[config.mk]
export PLATFORM = sky130hd
export DESIGN_NAME = alu_arbiter_flat
export DESIGN_NICKNAME = d
export VERILOG_FILES = /design/src/rtl/alu_arbiter_if.sv /design/src/rtl/alu_arbiter.sv /design/src/flat_wrapper.sv
export SDC_FILE = /design/constraint.sdc
export NUM_CORES = 1
export LEC_CHECK = 0
export CORE_MARGIN = 8
export CORE_UTILIZATION = 28
export DETAILED_ROUTE_END_ITERATION = 6
export GPL_TIMING_DRIVEN = 1
export PLACE_DENSITY = 0.78
export SLEW_MARGIN = 20
export SYNTH_ARGS = -nofsm -noshare
export SYNTH_HDL_FRONTEND = slang
export SYNTH_SLANG_ARGS = --single-unit
[constraint.sdc]
create_clock -name clk -period 1.27 [get_ports clk]
set_input_delay 0.127 -clock clk [delete_from_list [all_inputs] [get_ports clk]]
set_output_delay 0.127 -clock clk [all_outputs]
set_load 0.02 [all_outputs]
[src/rtl/alu_arbiter_if.sv]
// One requester's view of the shared ALU arbiter.
// Request operands and handshake go in; the captured result and its handshake come back.
interface alu_arbiter_if #(
  parameter int WIDTH = 32,
  parameter int CTRLW = 3
);
  logic             req_valid;
  logic             req_ready;
  logic [WIDTH-1:0] SrcA;
  logic [WIDTH-1:0] SrcB;
  logic [CTRLW-1:0] ALUControl;
  logic             rsp_valid;
  logic             rsp_ready;
  logic [WIDTH-1:0] Result;
  logic             Zero;

  modport master (
    output req_valid, SrcA, SrcB, ALUControl, rsp_ready,
    input  req_ready, rsp_valid, Result, Zero
  );

  modport slave (
    input  req_valid, SrcA, SrcB, ALUControl, rsp_ready,
    output req_ready, rsp_valid, Result, Zero
  );
endinterface

[src/rtl/alu_arbiter.sv]
// Round-robin sharing of one combinational ALU between two requesters,
// with a one-entry response register per port.
//
// state | meaning
// EMPTY | response register holds nothing, rsp_valid low
// FULL  | response register holds a result awaiting rsp_ready
module alu_arbiter #(
  parameter int WIDTH = 32,
  parameter int CTRLW = 3
) (
  input  logic             clk,
  input  logic             reset,
  alu_arbiter_if.slave     p0,
  alu_arbiter_if.slave     p1,
  output logic [WIDTH-1:0] SrcA,
  output logic [WIDTH-1:0] SrcB,
  output logic [CTRLW-1:0] ALUControl,
  input  logic [WIDTH-1:0] ALUResult,
  input  logic             Zero,
  output logic             last_grant
);

  typedef enum logic {EMPTY = 1'b0, FULL = 1'b1} slot_t;

  slot_t            slot0_q, slot0_d, slot1_q, slot1_d;
  logic             free0, free1, elig0, elig1;
  logic             grant0, grant1;
  logic [WIDTH-1:0] result0_q, result1_q;
  logic             zero0_q, zero1_q;
  logic             last_q;

  always_ff @(posedge clk) begin
    if (reset) begin
      slot0_q   <= EMPTY;
      slot1_q   <= EMPTY;
      result0_q <= '0;
      result1_q <= '0;
      zero0_q   <= 1'b0;
      zero1_q   <= 1'b0;
      last_q    <= 1'b1;
    end else begin
      slot0_q <= slot0_d;
      slot1_q <= slot1_d;
      if (grant0) begin
        result0_q <= ALUResult;
        zero0_q   <= Zero;
        last_q    <= 1'b0;
      end
      if (grant1) begin
        result1_q <= ALUResult;
        zero1_q   <= Zero;
        last_q    <= 1'b1;
      end
    end
  end

  always_comb begin
    slot0_d    = slot0_q;
    slot1_d    = slot1_q;
    grant0     = 1'b0;
    grant1     = 1'b0;
    SrcA       = '0;
    SrcB       = '0;
    ALUControl = '0;

    // A slot draining this cycle can be refilled in the same cycle.
    free0 = (slot0_q == EMPTY) || p0.rsp_ready;
    free1 = (slot1_q == EMPTY) || p1.rsp_ready;
    elig0 = p0.req_valid && free0;
    elig1 = p1.req_valid && free1;

    if (elig0 && elig1) begin
      grant0 = last_q;
      grant1 = !last_q;
    end else begin
      grant0 = elig0;
      grant1 = elig1;
    end

    if (grant0) begin
      SrcA       = p0.SrcA;
      SrcB       = p0.SrcB;
      ALUControl = p0.ALUControl;
    end else if (grant1) begin
      SrcA       = p1.SrcA;
      SrcB       = p1.SrcB;
      ALUControl = p1.ALUControl;
    end

    if (grant0)                                slot0_d = FULL;
    else if (slot0_q == FULL && p0.rsp_ready) slot0_d = EMPTY;
    if (grant1)                                slot1_d = FULL;
    else if (slot1_q == FULL && p1.rsp_ready) slot1_d = EMPTY;
  end

  assign p0.req_ready = grant0;
  assign p1.req_ready = grant1;
  assign p0.rsp_valid = (slot0_q == FULL);
  assign p1.rsp_valid = (slot1_q == FULL);
  assign p0.Result    = result0_q;
  assign p1.Result    = result1_q;
  assign p0.Zero      = zero0_q;
  assign p1.Zero      = zero1_q;
  assign last_grant   = last_q;

endmodule

[src/flat_wrapper.sv]
// flat-port wrapper written by rule: the top's interface ports become plain ports
module alu_arbiter_flat 
#(
  parameter int WIDTH = 32,
  parameter int CTRLW = 3
)
  (clk, reset, SrcA, SrcB, ALUControl, ALUResult, Zero, last_grant, p0_req_valid, p0_SrcA, p0_SrcB, p0_ALUControl, p0_rsp_ready, p0_req_ready, p0_rsp_valid, p0_Result, p0_Zero, p1_req_valid, p1_SrcA, p1_SrcB, p1_ALUControl, p1_rsp_ready, p1_req_ready, p1_rsp_valid, p1_Result, p1_Zero);
  alu_arbiter_if #(.WIDTH(WIDTH), .CTRLW(CTRLW)) p0_i ();
  alu_arbiter_if #(.WIDTH(WIDTH), .CTRLW(CTRLW)) p1_i ();
  input  logic clk;
  input  logic reset;
  output logic [WIDTH-1:0] SrcA;
  output logic [WIDTH-1:0] SrcB;
  output logic [CTRLW-1:0] ALUControl;
  input  logic [WIDTH-1:0] ALUResult;
  input  logic Zero;
  output logic last_grant;
  input wire logic [$bits(p0_i.req_valid)-1:0] p0_req_valid;
  input wire logic [$bits(p0_i.SrcA)-1:0] p0_SrcA;
  input wire logic [$bits(p0_i.SrcB)-1:0] p0_SrcB;
  input wire logic [$bits(p0_i.ALUControl)-1:0] p0_ALUControl;
  input wire logic [$bits(p0_i.rsp_ready)-1:0] p0_rsp_ready;
  output wire logic [$bits(p0_i.req_ready)-1:0] p0_req_ready;
  output wire logic [$bits(p0_i.rsp_valid)-1:0] p0_rsp_valid;
  output wire logic [$bits(p0_i.Result)-1:0] p0_Result;
  output wire logic [$bits(p0_i.Zero)-1:0] p0_Zero;
  input wire logic [$bits(p1_i.req_valid)-1:0] p1_req_valid;
  input wire logic [$bits(p1_i.SrcA)-1:0] p1_SrcA;
  input wire logic [$bits(p1_i.SrcB)-1:0] p1_SrcB;
  input wire logic [$bits(p1_i.ALUControl)-1:0] p1_ALUControl;
  input wire logic [$bits(p1_i.rsp_ready)-1:0] p1_rsp_ready;
  output wire logic [$bits(p1_i.req_ready)-1:0] p1_req_ready;
  output wire logic [$bits(p1_i.rsp_valid)-1:0] p1_rsp_valid;
  output wire logic [$bits(p1_i.Result)-1:0] p1_Result;
  output wire logic [$bits(p1_i.Zero)-1:0] p1_Zero;
  assign p0_i.req_valid = p0_req_valid;
  assign p0_i.SrcA = p0_SrcA;
  assign p0_i.SrcB = p0_SrcB;
  assign p0_i.ALUControl = p0_ALUControl;
  assign p0_i.rsp_ready = p0_rsp_ready;
  assign p0_req_ready = p0_i.req_ready;
  assign p0_rsp_valid = p0_i.rsp_valid;
  assign p0_Result = p0_i.Result;
  assign p0_Zero = p0_i.Zero;
  assign p1_i.req_valid = p1_req_valid;
  assign p1_i.SrcA = p1_SrcA;
  assign p1_i.SrcB = p1_SrcB;
  assign p1_i.ALUControl = p1_ALUControl;
  assign p1_i.rsp_ready = p1_rsp_ready;
  assign p1_req_ready = p1_i.req_ready;
  assign p1_rsp_valid = p1_i.rsp_valid;
  assign p1_Result = p1_i.Result;
  assign p1_Zero = p1_i.Zero;
  alu_arbiter #(.WIDTH(WIDTH), .CTRLW(CTRLW)) u_core (.clk(clk), .reset(reset), .p0(p0_i), .p1(p1_i), .SrcA(SrcA), .SrcB(SrcB), .ALUControl(ALUControl), .ALUResult(ALUResult), .Zero(Zero), .last_grant(last_grant));
endmodule
# == Word-level counts from Yosys, hierarchy flattened ==
# Index checks and enable logic that the tools add are counted.
# word_totals
reg_bits,69
in_bits,173
out_inout_bits,138
# classes
n_mux,12
bitwise_logic,2
reduce_logical,11
# ops
operator,count
two-way mux 32 bit,4
two-way mux 1 bit,6
two-way mux 3 bit,2
logical AND 1 bit,5
nonzero test 2 bit,2
logical OR 1 bit,2
inverter 1 bit,2
OR reduction 2 bit,1
logical NOT 1 bit,1

# == Logic depth before layout (Yosys ltp) ==
# depth
ltp_word,7
depth_mapped,6
ltp_nobuf,4

# == Worst setup path after synthesis ==
# Ideal clock, no wire load.
# synth_timing
path_kind,register -> output
from,"reg u_core.slot0_q, in the netlist u_core.p0.rsp_valid"
to,out SrcA[10]
t_arrival_ns,1.525
required_ns,1.143
slack_ns,-0.382
stages_incl_launch_ff,6
path_buffers,1
path_cell_list,dfxtp_1 -> nor2b_1 -> o211ai_2 -> inv_2 -> clkbuf_1 -> a22o_1
# synth_via
elab_chain_cells,7
word_cells_on_any_way,8
# synth_rtl
element,line,text
"start, declared",alu_arbiter.sv:25,"slot_t slot0_q, slot0_d, slot1_q, slot1_d;"
"start signal, assigned",alu_arbiter.sv:42,slot0_q <= slot0_d;
inverter 1 bit *,alu_arbiter.sv:67,free0 = (slot0_q == EMPTY) || p0.rsp_ready;
logical OR 1 bit *,alu_arbiter.sv:67,
logical AND 1 bit *,alu_arbiter.sv:69,elig0 = p0.req_valid && free0;
logical AND 1 bit,alu_arbiter.sv:72,if (elig0 && elig1) begin
two-way mux 1 bit,alu_arbiter.sv:72,
two-way mux 32 bit,alu_arbiter.sv:84,end else if (grant1) begin
two-way mux 32 bit *,alu_arbiter.sv:80,if (grant0) begin
"end, declared",flat_wrapper.sv:12,output logic [WIDTH-1:0] SrcA;
# Mark *: on every way between the ends. The rest lies on a longest branch, timed or not.

# == Worst setup path after layout ==
# layout_timing
from,"reg u_core.last_q, in the netlist u_core.last_grant"
to,out SrcB[14]
# layout_via
elab_chain_cells,4
word_cells_on_any_way,5
# layout_rtl
element,line,text
"start, declared",alu_arbiter.sv:30,logic last_q;
"start signal, assigned",alu_arbiter.sv:40,last_q <= 1'b1;
"start signal, assigned",alu_arbiter.sv:47,last_q <= 1'b0;
"start signal, assigned",alu_arbiter.sv:52,last_q <= 1'b1;
logical NOT 1 bit,alu_arbiter.sv:74,grant1 = !last_q;
two-way mux 1 bit,alu_arbiter.sv:72,
two-way mux 32 bit,alu_arbiter.sv:84,
two-way mux 32 bit *,alu_arbiter.sv:80,
"end, declared",flat_wrapper.sv:13,output logic [WIDTH-1:0] SrcB;
# Marked as above.

==> results.yml <==
sta:
  report.final.slew_viol_count: 0
  setup-violations-final: 127
  clock_skew_ns: 0.007990
  final.period_utilization_pct: 154.3
  period_needed_ns: 1.960
  worst-slew-pin-transition_ns: 0.3150
  achievable-frequency_mhz: 510.2
  grt_setup_unrepaired: "true"
  finalWorstSetupSlack_ns: -0.6900
  finalHoldViolCount: 0
  worst_slew_margin_rel_pct: 79.00
detailed_routing:
  detail_route.wirelength_mm: 17.64
  antenna_violating_nets_post_route: 0
  drt-initial-drc-count: 132
  drc: 0
  wl_per_cell_um: 21.05
  vias_per_cell: 4.716
  firstDrtPassIters: 5
  route.vias.total: 3952
pwr:
  clkPwrFrac_pct: 33.1
  total_power_divided_by_cell_area_nw_per_um2: 1043
  p_switching_uw: 2245
  vdd.ir_drop.worst_mv: 0.8393
  p_int_uw: 5311
  power_frac_comb_pct: 35.1
  design_power_total_uw: 7555
  switching_fraction_of_total_power_pct: 29.71
  static-leakage-power_uw: 0.003506
  sequentialPowerShare_pct: 31.8
cells_and_area:
  mostFrequentLayoutCells: "171 x clkdlybuf4s50_1, 101 x nand2b_1, 66 x dfxtp_1"
  layout.cell_area.non_filler_um2: 7244
  post_route_cells_drive_above_1_share_pct: 20.90
  postLayoutCoreUtil_pct: 60.06
  final_nets: 838
  nFillCells: 1061
  num_antenna_cells: 0
  layout.cells.most_common: "clkdlybuf4s50_1"
  layoutNonFillerInstCount: 838
  area_growth_syn_to_layout_pct: 108.1
place:
  dp_cells: 814
  placement.cell_area_um2: 7046
  placement.io_buffers: 310
  gp_congestion: 0.9491
  placed_wire_length_estimate_after_detailed_placement_mm: 14.07
  place_ws_ns: -0.9856
global_route:
  first_pass_grt_wire_length_mm: 25.40
  gr-total-overflow: 0
  antenna_found_initial: 2
  globalRouteTotalUtil_pct: 20.29
  grt_start_max_net_pins: 103
  grt_pass1_vias: 4239
clocking:
  cts_max_path_buffers: 2
  h-tree-depth: 3
  cts_buffers: 9
  clock-sinks: 69
  cts_hold_repair.buffers: 0
  clock_tree_from_tritoncts: "done"
  clock_pin_transition_on_the_worst_setup_and_hold_timing_paths_ns: 0.06
  clock-root-buffer: "clkbuf_16"
  worstSkewPairLatency_ns: 0.32
critical_path:
  crit_path_top_delay_cell: "dfxtp_4"
  worstPathArrival_ns: 1.83
  rrSetupSlack_ns: -0.40
  critPathTopFamily: "buffers and inverters"
  worst_r2r_path_depth: 6
  worst-path-buf-inv: 4
  worst_setup_path_startpoint: "u_core.last_grant$_SDFFE_PP1P_"
  crit_path_cell_trace: "nand2b_4 > o211ai_1 > clkinv_2 > buf_6 > buf_8 > a22o_1 > buf_4"
  worstReg2RegEnd: "u_core.p0.Result[21]$_SDFFE_PP0P_"
  crit_path_max_incr_delay_ns: 0.34
  worstSetupPathDepth: 7
  critical_path.startpoint_type: "register"
  path_max_fanout: 15
  cp.required_ns: 1.14
  r2r-start: "u_core.p1.rsp_valid$_SDFFE_PP0P_"
  timing_worst_setup_path_type: "register to output port"
  worst_setup_path_endpoint: "SrcB[14]"
  critical_path.endpoint_type: "output port"
die:
  initial_core_util_pct: 28.86
  core_area_um2: 12060
  horiz_die_dim_um: 127.5
  io_pins: 311
  rows: 40
  dieArea_um2: 16260
  dieHeight_um: 127.5
hold_path:
  holdCritStartpoint: "reset"
  holdCritPathClass: "input pin to register"
yosys:
  postSynthNetCount: 522
  syn-instance-count: 349
  yosys.cell_types.count: 16
  synthesis.area_um2: 3481
  postSynthRegisterBits: 69
  syn-mean-instance-area_um2: 9.974
  yosys_warnings: 0
  ys_seq_area_share_pct: 39.68
run_status:
  run_status: "finished, violations left"
  failed_checks: "setup timing"
run:
  max_cap_viol_count: 0
-- power groups by stage --
stage	sequential (uW)	combinational, uW	clock (uW)
after floorplan	2630	1080	0
after global placement	2440	2740	0
after detailed placement	2450	2780	0
after CTS	2400	2630	2550
after global routing	2420	2810	2660
final	2400	2660	2500
-- cell families (layout without fill, tap and decap cells) --
logic type / after synthesis / after routing / synth area share, %
DFF: 69 / 69 / 39.68
buffers and inverters: 33 / 354 / 4.062
AOI/OAI and AO/OA: 75 / 75 / 18.37
muxes: 66 / 66 / 18.98
and+or+nand+nor: 106 / 106 / 18.91
-- layer usage --
| layer | up-vias | routed length (um) | GRT usage (%) |
|---|---|---|---|
| met4 | 4 | 614 | 8.817 |
| met1 | 1844 | 5852 | 19.05 |
| met2 | 190 | 9312 | 37.41 |
| li1 | 1880 | - | - |
| met5 | - | 28 | 0 |
| met3 | 34 | 1833 | 9.027 |
-- worst min-delay path by stage --
stage          slack (ns)  cells after the start                                 to
2_1_floorplan        0.28                      2   u_core.p0.rsp_valid$_SDFFE_PP0P_
3_3_place_gp         0.46                      2  u_core.p0.Result[17]$_SDFFE_PP0P_
4_1_cts              0.29                      3   u_core.p1.rsp_valid$_SDFFE_PP0P_
6_report             0.27                      3   u_core.p1.rsp_valid$_SDFFE_PP0P_
5_1_grt              0.34                      3   u_core.p0.rsp_valid$_SDFFE_PP0P_
3_5_place_dp         0.47                      2   u_core.p0.Result[1]$_SDFFE_PP0P_
-- area by class of cell --
cell class	instances	area (um^2)	area share (%)
clock inverter	5	57.56	0.7945
multi-input combinational	247	2143	29.59
tap	168	210.2	2.902
inverter	2	11.26	0.1554
timing repair buffer	336	3189	44.02
clock buffer	11	242.7	3.351
sequential	69	1390	19.19
-- timing repair --
item,in CTS,in global routing
endpoints found under the setup margin,199,140
resized for setup,378,17
pin swaps,4,1
setup buffers,5,1
cloned,2,3
-- Yosys cell counts --
cell	instances	share of area (%)
a22o_1	67	17
nand2_1	1	0.11
a21oi_1	3	0.43
dfxtp_1	69	40
nand2b_1	102	18
buf_6	1	0.32
clkbuf_1	22	2.4
mux2i_1	66	19
nor2b_1	2	0.36
inv_2	2	0.22
nor2_1	1	0.11
buf_2	8	1.2
o21ai_0	2	0.29
o211ai_1	1	0.22
o211ai_2	1	0.36
o21bai_1	1	0.22
-- through the flow --
| step | setup TNS, ns | hold slack (ns) |
|---|---|---|
| finish | -55.02 | 0.2697 |
| global route | -66.02 | 0.3365 |
| CTS | -55.32 | 0.2901 |
| detailed placement | -97.45 | 0.4675 |
| global placement | -96.33 | 0.4579 |
| floorplan | -16.79 | 0.2782 |
-- state kept, by name (all words and copies together), names as in the netlist --
name / flops
u_core.last_grant: 1
u_core.p0.Result: 32
u_core.p0.Zero: 1
u_core.p0.rsp_valid: 1
u_core.p1.Result: 32
u_core.p1.Zero: 1
u_core.p1.rsp_valid: 1
-- worst register-to-register path, cell delays in order, from the launching register on --
cell,delay (ns)
dfxtp_2,0.34
nor2b_1,0.16
o211ai_1,0.14
clkinv_2,0.09
buf_4,0.30
buf_12,0.27
mux2i_1,0.28
No activity file was read; power rests on OpenSTA's default activity.
